<file path="config.mk">
export PLATFORM = sky130hd
export DESIGN_NAME = spi_reg_burst
export DESIGN_NICKNAME = d
export VERILOG_FILES = /design/src/rtl/spi_reg_burst.sv
export SDC_FILE = /design/constraint.sdc
export NUM_CORES = 1
export LEC_CHECK = 0
export ABC_AREA = 1
export ABC_CLOCK_PERIOD_IN_PS = 2110
export CORE_MARGIN = 3
export CORE_UTILIZATION = 57
export CTS_BUF_LIST = sky130_fd_sc_hd__clkbuf_4 sky130_fd_sc_hd__clkbuf_8
export DETAILED_ROUTE_END_ITERATION = 6
export PLACE_DENSITY = 0.86
export SLEW_MARGIN = 30
export SYNTH_ARGS = -nofsm -noshare
export SYNTH_HDL_FRONTEND = slang
export SYNTH_SLANG_ARGS = --single-unit
export TNS_END_PERCENT = 10
</file>
<file path="constraint.sdc">
create_clock -name clk -period 2.11 [get_ports clk]
set_input_delay 0.3165 -clock clk [delete_from_list [all_inputs] [get_ports clk]]
set_output_delay 0.3165 -clock clk [all_outputs]
set_load 0.02 [all_outputs]
</file>
<file path="src/rtl/spi_reg_burst.sv">
// SPI mode-0 slave bridging a host to a peripheral register bus, with
// configurable address/data widths, burst transfers and a read strobe.
module spi_reg_burst #(
    parameter int ADDR_W      = 4,
    parameter int DATA_W      = 8,
    parameter int AUTO_INC    = 1,
    parameter int SYNC_STAGES = 2
) (
    input  logic              clk,
    input  logic              rst_n,
    input  logic              spi_clk,
    input  logic              spi_cs_n,
    input  logic              spi_mosi,
    output logic              spi_miso,
    output logic [ADDR_W-1:0] reg_addr,
    input  logic [DATA_W-1:0] reg_data_i,
    output logic [DATA_W-1:0] reg_data_o,
    output logic              reg_data_o_dv,
    output logic              reg_rd_strobe,
    output logic              busy
);

    localparam int HDR_W = 8 * ((ADDR_W + 8) / 8);
    localparam int MAX_W = (HDR_W > DATA_W) ? HDR_W : DATA_W;
    localparam int CNT_W = $clog2(MAX_W + 1);
    localparam logic [CNT_W-1:0] HDR_LAST  = CNT_W'(HDR_W - 1);
    localparam logic [CNT_W-1:0] DATA_LAST = CNT_W'(DATA_W - 1);

    typedef enum logic [1:0] {
        S_IDLE = 2'd0,
        S_HDR  = 2'd1,
        S_WR   = 2'd2,
        S_RD   = 2'd3
    } state_t;

    logic [SYNC_STAGES-1:0] sck_sync_q;
    logic [SYNC_STAGES-1:0] cs_sync_q;
    logic [SYNC_STAGES-1:0] mosi_sync_q;

    logic              sck_prev_q;
    logic              cs_prev_q;
    state_t            state_q;
    logic [CNT_W-1:0]  bit_cnt_q;
    logic              rw_q;
    logic [ADDR_W-1:0] addr_sh_q;
    logic [DATA_W-1:0] shift_q;
    logic              wr_pend_q;
    logic              rd_load_q;
    logic [ADDR_W-1:0] addr_q;
    logic [DATA_W-1:0] data_o_q;
    logic              dv_q;
    logic              strobe_q;
    logic              miso_q;
    logic              busy_q;

    logic              sck_s;
    logic              cs_s;
    logic              mosi_s;
    logic              sck_rise_s;
    logic              sck_fall_s;
    logic              cs_fall_s;
    logic [ADDR_W-1:0] addr_next_s;
    logic [DATA_W-1:0] shift_in_s;

    assign sck_s       = sck_sync_q[SYNC_STAGES-1];
    assign cs_s        = cs_sync_q[SYNC_STAGES-1];
    assign mosi_s      = mosi_sync_q[SYNC_STAGES-1];
    assign sck_rise_s  = sck_s & ~sck_prev_q;
    assign sck_fall_s  = ~sck_s & sck_prev_q;
    assign cs_fall_s   = ~cs_s & cs_prev_q;
    assign addr_next_s = (addr_sh_q << 1) | ADDR_W'(mosi_s);
    assign shift_in_s  = (shift_q << 1) | DATA_W'(mosi_s);

    // Input synchronisers; chip select idles high so reset cannot fake a frame start
    always_ff @(posedge clk or negedge rst_n) begin
        if (!rst_n) begin
            sck_sync_q  <= '0;
            cs_sync_q   <= '1;
            mosi_sync_q <= '0;
        end else begin
            sck_sync_q  <= {sck_sync_q[SYNC_STAGES-2:0], spi_clk};
            cs_sync_q   <= {cs_sync_q[SYNC_STAGES-2:0], spi_cs_n};
            mosi_sync_q <= {mosi_sync_q[SYNC_STAGES-2:0], spi_mosi};
        end
    end

    // Frame FSM with bus-side write commit and read prefetch pipelines
    always_ff @(posedge clk or negedge rst_n) begin
        if (!rst_n) begin
            sck_prev_q <= 1'b0;
            cs_prev_q  <= 1'b1;
            state_q    <= S_IDLE;
            bit_cnt_q  <= '0;
            rw_q       <= 1'b0;
            addr_sh_q  <= '0;
            shift_q    <= '0;
            wr_pend_q  <= 1'b0;
            rd_load_q  <= 1'b0;
            addr_q     <= '0;
            data_o_q   <= '0;
            dv_q       <= 1'b0;
            strobe_q   <= 1'b0;
            miso_q     <= 1'b0;
            busy_q     <= 1'b0;
        end else begin
            sck_prev_q <= sck_s;
            cs_prev_q  <= cs_s;
            dv_q       <= 1'b0;
            strobe_q   <= 1'b0;
            wr_pend_q  <= 1'b0;
            rd_load_q  <= 1'b0;

            // A completed word is committed even if the frame has just closed
            if (wr_pend_q) begin
                data_o_q <= shift_q;
                dv_q     <= 1'b1;
            end
            if (dv_q && (AUTO_INC != 0)) begin
                addr_q <= addr_q + ADDR_W'(1);
            end

            case (state_q)
                S_IDLE: begin
                    bit_cnt_q <= '0;
                    miso_q    <= 1'b0;
                    if (cs_fall_s) begin
                        state_q <= S_HDR;
                        busy_q  <= 1'b1;
                    end else begin
                        busy_q  <= 1'b0;
                    end
                end
                S_HDR, S_WR, S_RD: begin
                    if (cs_s) begin
                        state_q   <= S_IDLE;
                        busy_q    <= 1'b0;
                        bit_cnt_q <= '0;
                        miso_q    <= 1'b0;
                    end else if (state_q == S_HDR) begin
                        if (sck_rise_s) begin
                            addr_sh_q <= addr_next_s;
                            if (bit_cnt_q == '0) begin
                                rw_q <= mosi_s;
                            end
                            if (bit_cnt_q == HDR_LAST) begin
                                bit_cnt_q <= '0;
                                addr_q    <= addr_next_s;
                                if (rw_q) begin
                                    state_q <= S_WR;
                                end else begin
                                    state_q   <= S_RD;
                                    rd_load_q <= 1'b1;
                                end
                            end else begin
                                bit_cnt_q <= bit_cnt_q + CNT_W'(1);
                            end
                        end
                    end else if (state_q == S_WR) begin
                        if (sck_rise_s) begin
                            shift_q <= shift_in_s;
                            if (bit_cnt_q == DATA_LAST) begin
                                bit_cnt_q <= '0;
                                wr_pend_q <= 1'b1;
                            end else begin
                                bit_cnt_q <= bit_cnt_q + CNT_W'(1);
                            end
                        end
                    end else begin
                        if (rd_load_q) begin
                            shift_q  <= reg_data_i;
                            miso_q   <= reg_data_i[DATA_W-1];
                            strobe_q <= 1'b1;
                        end else if (sck_rise_s) begin
                            if (bit_cnt_q == DATA_LAST) begin
                                bit_cnt_q <= '0;
                                rd_load_q <= 1'b1;
                                if (AUTO_INC != 0) begin
                                    addr_q <= addr_q + ADDR_W'(1);
                                end
                            end else begin
                                bit_cnt_q <= bit_cnt_q + CNT_W'(1);
                            end
                        end else if (sck_fall_s && (bit_cnt_q != '0)) begin
                            // No shift on the fall after a word boundary: the fresh MSB must hold
                            shift_q <= shift_q << 1;
                            miso_q  <= shift_q[DATA_W-2];
                        end
                    end
                end
                default: begin
                    state_q <= S_IDLE;
                end
            endcase
        end
    end

    assign spi_miso      = miso_q;
    assign reg_addr      = addr_q;
    assign reg_data_o    = data_o_q;
    assign reg_data_o_dv = dv_q;
    assign reg_rd_strobe = strobe_q;
    assign busy          = busy_q;

endmodule
</file>
==> flow_summary.rst, run 1 <==
.. list-table::
   :header-rows: 1

   * - Metric
     - Value
   * - Total GRT Usage
     - 21.1%
   * - Maximum number of pins on one net before global-route repair
     - 45
   * - Top-area cell type share of the netlist area
     - 47.3%
   * - Slew Limit Fails
     - 0
   * - Netlist area before placement
     - roughly 0.0022 mm2
   * - Total stage count of the critical path
     - 1
   * - Mean cell area of the mapped netlist
     - 9.08 um2
   * - Largest area contributor in the netlist
     - dfrtp_1
   * - Core box area
     - 0.00349 mm2
   * - Final Cycle Share
     - 83.5%
   * - Sort of element at the start of the critical path
     - register
   * - Post-route worst hold slack
     - about 0.079 ns
   * - Cell chosen for the clock root
     - clkbuf_8
   * - Hold-fix buffers at CTS
     - 0
   * - Setup fix buffers added after clock tree synthesis
     - 0
   * - Max Clock Skew
     - between 0.009 and 0.01 ns
   * - Flop-to-flop setup slack
     - between 0.4 and 0.5 ns
   * - Number of clock sinks
     - 44
   * - Share of total power in sequential cells
     - ~45%
   * - Global-route track usage on met1
     - between 20 and 30%
   * - Die extent in x
     - roughly 68 um
   * - Power Density
     - 978 mW/mm2
   * - Clk Latency, worst-skew pair
     - about 0.31 ns
   * - Gr ovfl total
     - 0
   * - Number of top-level pins
     - 29
   * - Cell with the biggest individual delay on the critical path
     - clkdlybuf4s50_1
   * - Maximum buffer depth of the clock tree
     - 2
   * - Met2 track utilization from global routing
     - between 30% and 40%
   * - PostCTS Resize Cnt
     - 0
   * - Die ar.
     - ~0.0046 mm2
   * - Fraction of layout instances using a drive strength above 1
     - about 14%
   * - Worst Max-Slew Pin Slew
     - roughly 0.54 ns
   * - Core Util, Final
     - about three quarters
   * - Finished Layout Cells
     - roughly 320
   * - Antenna diode count
     - 0
   * - Commonest cells after routing, fill and taps aside
     - 60 x nand2_1, 41 x dfrtp_1, 27 x clkdlybuf4s50_1, 26 x inv_1, 18 x o21ai_0
   * - Worst endpoint data arrival time
     - 1.45 ns
   * - Sum of net half-perimeters after detailed placement
     - around 3200 um
   * - Worst hold-check path type
     - in -> async
   * - Sw Pwr
     - around 0.0009 W
   * - Effective utilization at floorplan
     - about 62%
   * - IO buf count
     - 28
   * - Crit-path leading delay family
     - buffers and inverters
   * - R2r startpoint
     - state_q[1]
   * - Finish-stage setup viols
     - 0
   * - Placed instance count
     - ~310
   * - GR Layer Usage met3
     - under 10%
   * - Number of global-route vias before repair
     - 1642
   * - Final critical delay including setup and external delays
     - around 1.8 ns
   * - Highest ir drop seen on vdd
     - between 0.0006 and 0.0007 V
   * - H-Tree Depth
     - 2
   * - Synthesized instance count
     - 239
   * - Switching Share
     - a little over a third
   * - Leading cell type in the layout, fill and taps excluded
     - nand2_1
   * - Drt via density
     - 5.35
   * - Iteration-0 DRC count of the detailed router
     - roughly 130
   * - Outcome
     - finished, final reports clean
   * - First-pass iteration count of the detailed router
     - 4
   * - Fraction of power consumed by the clock network
     - ~26%
   * - Max Fanout on Critical Path
     - 8
   * - Internal power
     - between 0.0015 and 0.002 W
   * - Remaining antenna violation count after routing
     - 0
   * - Design area
     - between 0.002 and 0.003 mm2
   * - Sequential element share of the synthesized area
     - slightly above 50%
   * - Combinational share of power
     - 29.9%
   * - Data required time of the critical path
     - approximately 1.8 ns
   * - Startpoint-to-endpoint class of the critical path
     - reg -> out
   * - Syn-to-layout area delta
     - 20.8%
   * - End of the worst register-to-register path
     - shift_q[1]
   * - R2r worst-path depth
     - 8
   * - DP Area
     - between 0.002 and 0.003 mm2
   * - CP Buf/Inv Count
     - 1
   * - Net count after synthesis
     - 260
   * - Critical Path End Type
     - primary output
   * - Top achievable clock speed
     - 567 MHz
   * - Peak-usage layer in the global routing report
     - met2
   * - Lkg Pwr
     - about 1.3 nW
   * - Critical path cell sequence
     - clkdlybuf4s50_1
   * - RSZ-0062 raised after global routing
     - false
   * - Max-Cap Viols
     - 0
   * - Unique masters post-synth
     - 29
   * - Die height
     - ~68 um
   * - Fin Setup TNS
     - 0 ns
   * - CTS tree
     - built
   * - DRC viols
     - 0
   * - Clock buffer count from CTS
     - 5
   * - Placement Rows
     - 21
   * - Number of flip-flops and latches in the synthesized netlist
     - 44
   * - Nets
     - 295
   * - DR vias
     - 1716
   * - Wire per inst
     - 13.6 um
   * - Worst slew margin relative to its limit
     - ~64%
   * - Global-route wire length before repair
     - 7100 um
   * - Number of antenna violations at the first check in global routing
     - 0
   * - Wire length after detailed routing
     - 4380 um
   * - GP Congestion
     - 0.904
   * - FILL cells
     - about 260
   * - Slowest Stage Delay on Critical Path
     - about 0.65 ns
   * - Post-CTS clock slew at the launch and capture registers of the worst setup and hold paths
     - 0.08 ns
   * - Final Hold Vio Count
     - 0
   * - Largest cells by area after synthesis
     - dfrtp_1 47%, nand2_1 10%, ha_1 4.6%
   * - Count of synthesis-stage warnings from yosys
     - 0
## per-layer routing
metal	share of wire, %	wire length (um)	up-vias
met3	3.7	163	9
met5	0	0	-
met4	2.2	97	0
met2	49	2130	33
li1	-	-	849
met1	45	1990	825
## per-stage QoR
step                setup WS, ns  power [W]
floorplan                  0.614    0.00168
global placement           0.486    0.00188
detailed placement         0.422    0.00192
CTS                        0.335    0.00258
global route               0.219    0.00273
finish                     0.348    0.00256
## cells in the mapped netlist (all sizes together)
library cell,n
xnor2,1
dfrtp,41
o21ai,27
and2,1
nor4,1
nand2,63
nand3,14
ha,8
a21oi,8
nor3,1
clkbuf,1
inv,27
mux2i,7
or2,4
a22oi,2
buf,2
mux2,8
nor3b,1
nand4,4
nor2,15
dfstp,3
## power groups by stage
stage               clock, W  combinational (W)  sequential [W]
floorplan                  0           0.000542         0.00113
global placement           0           0.000737         0.00114
detailed placement         0           0.000759         0.00116
CTS                 0.000669           0.000769         0.00114
global route        0.000693           0.000873         0.00116
finish              0.000654           0.000765         0.00114
## sequential cells by signal, indices dropped and copies added (netlist names)
| name | cells |
|---|---|
| reg_data_o | 8 |
| spi_miso | 1 |
| busy | 1 |
| cs_prev_q | 1 |
| bit_cnt_q | 4 |
| rw_q | 1 |
| cs_sync_q | 2 |
| reg_addr | 4 |
| reg_rd_strobe | 1 |
| addr_sh_q | 3 |
| sck_sync_q | 2 |
| reg_data_o_dv | 1 |
| sck_prev_q | 1 |
| state_q | 2 |
| shift_q | 8 |
| mosi_sync_q | 2 |
| rd_load_q | 1 |
| wr_pend_q | 1 |
## worst max-delay path by stage
stage                       start             to  slack [ns]
floorplan              state_q[1]     shift_q[7]        0.61
global placement       state_q[0]     state_q[1]        0.49
detailed placement     state_q[1]     shift_q[1]        0.42
CTS                 reg_data_o_dv  reg_data_o_dv        0.34
global route           state_q[1]     shift_q[1]        0.22
finish              reg_data_o_dv  reg_data_o_dv        0.35
## final cells by class
type	instances	area (um2)	area share (%)
flip-flops and latches	44	1100	42.2
clock inverters	3	46.3	1.77
inverters	27	101	3.87
multi-input cells	165	943	36.0
well taps	46	57.6	2.20
clock buffers	5	68.8	2.63
repair buffers	31	298	11.4
## cell families after synthesis
logic type | after synthesis | share of synthesized area (%)
AO/OA/AOI/OAI | 37 | 9.63
XOR/XNOR | 1 | 0.404
adder cells (fa/ha/maj) | 8 | 4.61
buffers and inverters | 30 | 5.59
flip-flops | 44 | 50.9
multiplexers | 15 | 7.38
AND/OR/NAND/NOR | 104 | 21.5
Note: power is estimated with default switching activity, not from simulation.
==> inputs of run 2 (changes only) <==
ABC_CLOCK_PERIOD_IN_PS = 1450   (was 2110)
CORE_UTILIZATION = 51   (was 57)
PLACE_DENSITY = 0.82   (was 0.86)
clock period = 1.45 ns   (was 2.11 ns; I/O delays follow)
==> run 2 against run 1 <==
Effect of this change:
- core utilization is 0.66 points lower
- critical path depth is 7 higher
- total power is 68% higher
- non-clock buffer count is 26 higher
- combinational power is 140% higher
- clock-buffer cell count stayed put
- worst hold slack better by 0.24 ns
- clock skew is 0.00078 ns higher
- via count is 9.5% higher
- global-route usage is 1.1 points lower
- first-iteration DRC count is 32% lower
- the run now ends with setup timing left
- register-to-register slack worse by 0.47 ns
==> flow_summary.rst, run 2 (synthesis gave the netlist of run 1 again) <==
.. list-table::
   :header-rows: 1

   * - Metric
     - Value
   * - Worst slew margin relative to its limit
     - 72.8% (+9.1 points)
   * - Termination of the worst setup path
     - shift_q[5]
   * - End of the worst register-to-register path
     - shift_q[5]
   * - Number of antenna violations at the first check in global routing
     - 0 (unchanged)
   * - GP Congestion
     - 0.821 (-9.3%)
   * - Placement Rows
     - 23 (+9.5%)
   * - Total stage count of the critical path
     - 8 (+7)
   * - Clk Latency, worst-skew pair
     - 0.30 ns (about the same)
   * - Maximum number of pins on one net before global-route repair
     - 45 (unchanged)
   * - Number of clock sinks
     - 44 (unchanged)
   * - Finish-stage setup viols
     - 11 (+11)
   * - Maximum buffer depth of the clock tree
     - 2 (unchanged)
   * - CTS tree
     - built
   * - Share of total power in sequential cells
     - 38.8% (-5.8 points)
   * - Max Clock Skew
     - 0.00989 ns (+0.000782 ns)
   * - Commonest cells after routing, fill and taps aside
     - 50 x nand2_1, 39 x dfrtp_1, 24 x buf_4, 23 x inv_1, 16 x dlygate4sd2_1
   * - Worst endpoint data arrival time
     - 1.70 ns (+0.25 ns)
   * - DR vias
     - 1879 (+9.5%)
   * - Wire length after detailed routing
     - 5250 um (+20%)
   * - Slowest Stage Delay on Critical Path
     - 0.40 ns (-0.25 ns)
   * - Worst Max-Slew Pin Slew
     - 0.409 ns (-0.136 ns)
   * - Slew Limit Fails
     - 0 (unchanged)
   * - Core box area
     - 0.00406 mm2 (+16%)
   * - Final Hold Vio Count
     - 0 (unchanged)
   * - Die extent in x
     - 71.2 um (+5.2%)
   * - Total GRT Usage
     - 20.0% (-1.1 points)
   * - Critical Path End Type
     - register
   * - DP Area
     - 0.00268 mm2 (+7.0%)
   * - Iteration-0 DRC count of the detailed router
     - 90 (-32%)
   * - Fraction of power consumed by the clock network
     - 17.6% (-7.9 points)
   * - Crit-path leading delay family
     - simple AND/OR/NAND/NOR gates
   * - Sw Pwr
     - 0.00166 W (+86%)
   * - Gr ovfl total
     - 0 (unchanged)
   * - Final critical delay including setup and external delays
     - 1.51 ns
   * - Violations in the final reports
     - setup timing
   * - Pre-CTS WS
     - -0.116 ns (-0.538 ns)
   * - Post-route worst hold slack
     - 0.318 ns (+0.239 ns)
   * - RSZ-0062 raised after global routing
     - true
   * - Design area
     - 0.00302 mm2 (+15%)
   * - Data required time of the critical path
     - 1.65 ns (-0.14 ns)
   * - Outcome
     - finished, violations left
   * - Top achievable clock speed
     - around 660 MHz
   * - Lkg Pwr
     - 1.58 nW (+18%)
   * - Number of top-level pins
     - 29 (unchanged)
   * - Combinational share of power
     - 43.6% (+14 points)
   * - Internal power
     - 0.00265 W (+58%)
   * - Final Cycle Share
     - 104%
   * - R2r startpoint
     - state_q[0]
   * - H-Tree Depth
     - 2 (unchanged)
   * - Max-Cap Viols
     - 0 (unchanged)
   * - R2r worst-path depth
     - 8 (unchanged)
   * - Critical path cell sequence
     - buf_4, ha_4, nor2_4, nand2_2, a21oi_4, nand2_4, nand2_1, o21ai_1
   * - Switching Share
     - 38.5% (+3.7 points)
   * - Cell chosen for the clock root
     - clkbuf_8
   * - DRC viols
     - 0 (unchanged)
   * - Post-CTS clock slew at the launch and capture registers of the worst setup and hold paths
     - 0.09 ns (about the same)
   * - Nets
     - 322 (+9.2%)
   * - CP Buf/Inv Count
     - 1 (unchanged)
   * - Number of global-route vias before repair
     - 1798 (+9.5%)
   * - Wire per inst
     - 15.0 um (+9.6%)
   * - Effective utilization at floorplan
     - 53.5% (-8.6 points)
   * - Die height
     - 71.2 um (+5.2%)
   * - Remaining antenna violation count after routing
     - 0 (unchanged)
   * - IO buf count
     - 28 (unchanged)
   * - Antenna diode count
     - 0 (unchanged)
   * - Cell with the biggest individual delay on the critical path
     - dfrtp_1
   * - Worst hold-check path type
     - in -> reg
   * - Global-route wire length before repair
     - 7960 um (+12%)
   * - First-pass iteration count of the detailed router
     - 4 (unchanged)
   * - Die ar.
     - 0.00507 mm2 (+11%)
   * - Clock buffer count from CTS
     - 5 (unchanged)
   * - Sum of net half-perimeters after detailed placement
     - 3280 um (+2.8%)
   * - CP Launch Point
     - state_q[0]
   * - Leading cell type in the layout, fill and taps excluded
     - nand2_1
   * - Startpoint-to-endpoint class of the critical path
     - reg -> reg
   * - Sort of element at the start of the critical path
     - register
   * - Worst setup slack after layout
     - -0.0552 ns (-0.403 ns)
   * - Flop-to-flop setup slack
     - -0.06 ns (-0.47 ns)
   * - Max Fanout on Critical Path
     - 8 (unchanged)
   * - Fraction of layout instances using a drive strength above 1
     - 33.6% (+19 points)
   * - Drt via density
     - 5.35 (+0.14%)
   * - Highest ir drop seen on vdd
     - 0.000829 V (+19%)
   * - Power Density
     - 1430 mW/mm2 (+46%)
   * - Syn-to-layout area delta
     - 39.0%
[run 2: area by class of cell]
class / count / area [um2]
Tap cell: 50 / 62.6
Clock inverter: 2 / 12.5
Fill cell: 268 / 1040
Sequential cell: 44 / 1110
Inverter: 27 / 104
Timing Repair Buffer: 57 / 499
Multi-Input combinational cell: 166 / 1160
Clock buffer: 5 / 68.8
[run 2: per-stage QoR]
step           total power, W  cells  setup TNS [ns]  utilization [%]
3_5_place_dp          0.00304    337           -1.29             66.1
3_3_place_gp          0.00298    337          -0.784             66.1
2_1_floorplan         0.00245    239      -0.0000758                -
5_1_grt               0.00458    351           -1.97             74.3
6_report              0.00430    351          -0.276             74.3
4_1_cts               0.00381    345          -0.719             68.0
[run 2: per-layer routing]
layer | share of wire [%] | up-vias | track usage, %
met3 | 4.3 | 11 | 4.77
met5 | 0 | - | 0
met1 | 40 | 909 | 24.8
li1 | - | 904 | -
met2 | 53 | 55 | 33.9
met4 | 2.3 | 0 | 7.72
[run 2: how the worst min path moves through the flow]
stage | slack [ns] | end | startpoint | depth (start not counted)
after floorplan | -0.08 | addr_sh_q[0] | rst_n | 0
after global placement | 0.21 | reg_data_o[7] | rst_n | 2
after detailed placement | 0.21 | reg_data_o[5] | rst_n | 2
after CTS | 0.31 | cs_sync_q[0] | spi_cs_n | 1
after global routing | 0.32 | cs_sync_q[0] | spi_cs_n | 1
final | 0.32 | cs_sync_q[0] | spi_cs_n | 1
[run 2: power groups by stage]
stage	Clock, W	Combinational, W	Sequential, W
after floorplan	0	0.000800	0.00165
after global placement	0	0.00132	0.00166
after detailed placement	0	0.00137	0.00167
after CTS	0.000760	0.00139	0.00165
after global routing	0.000820	0.00206	0.00169
final	0.000757	0.00187	0.00167
[run 2: repair_timing]
item                       CTS  global route
pin swaps                    2            17
hold buffers                 1             0
gates resized for setup     20            57
cloned                       0             1
setup endpoints to repair   35            21
hold endpoints to repair    41             0
buffers inserted             0             5
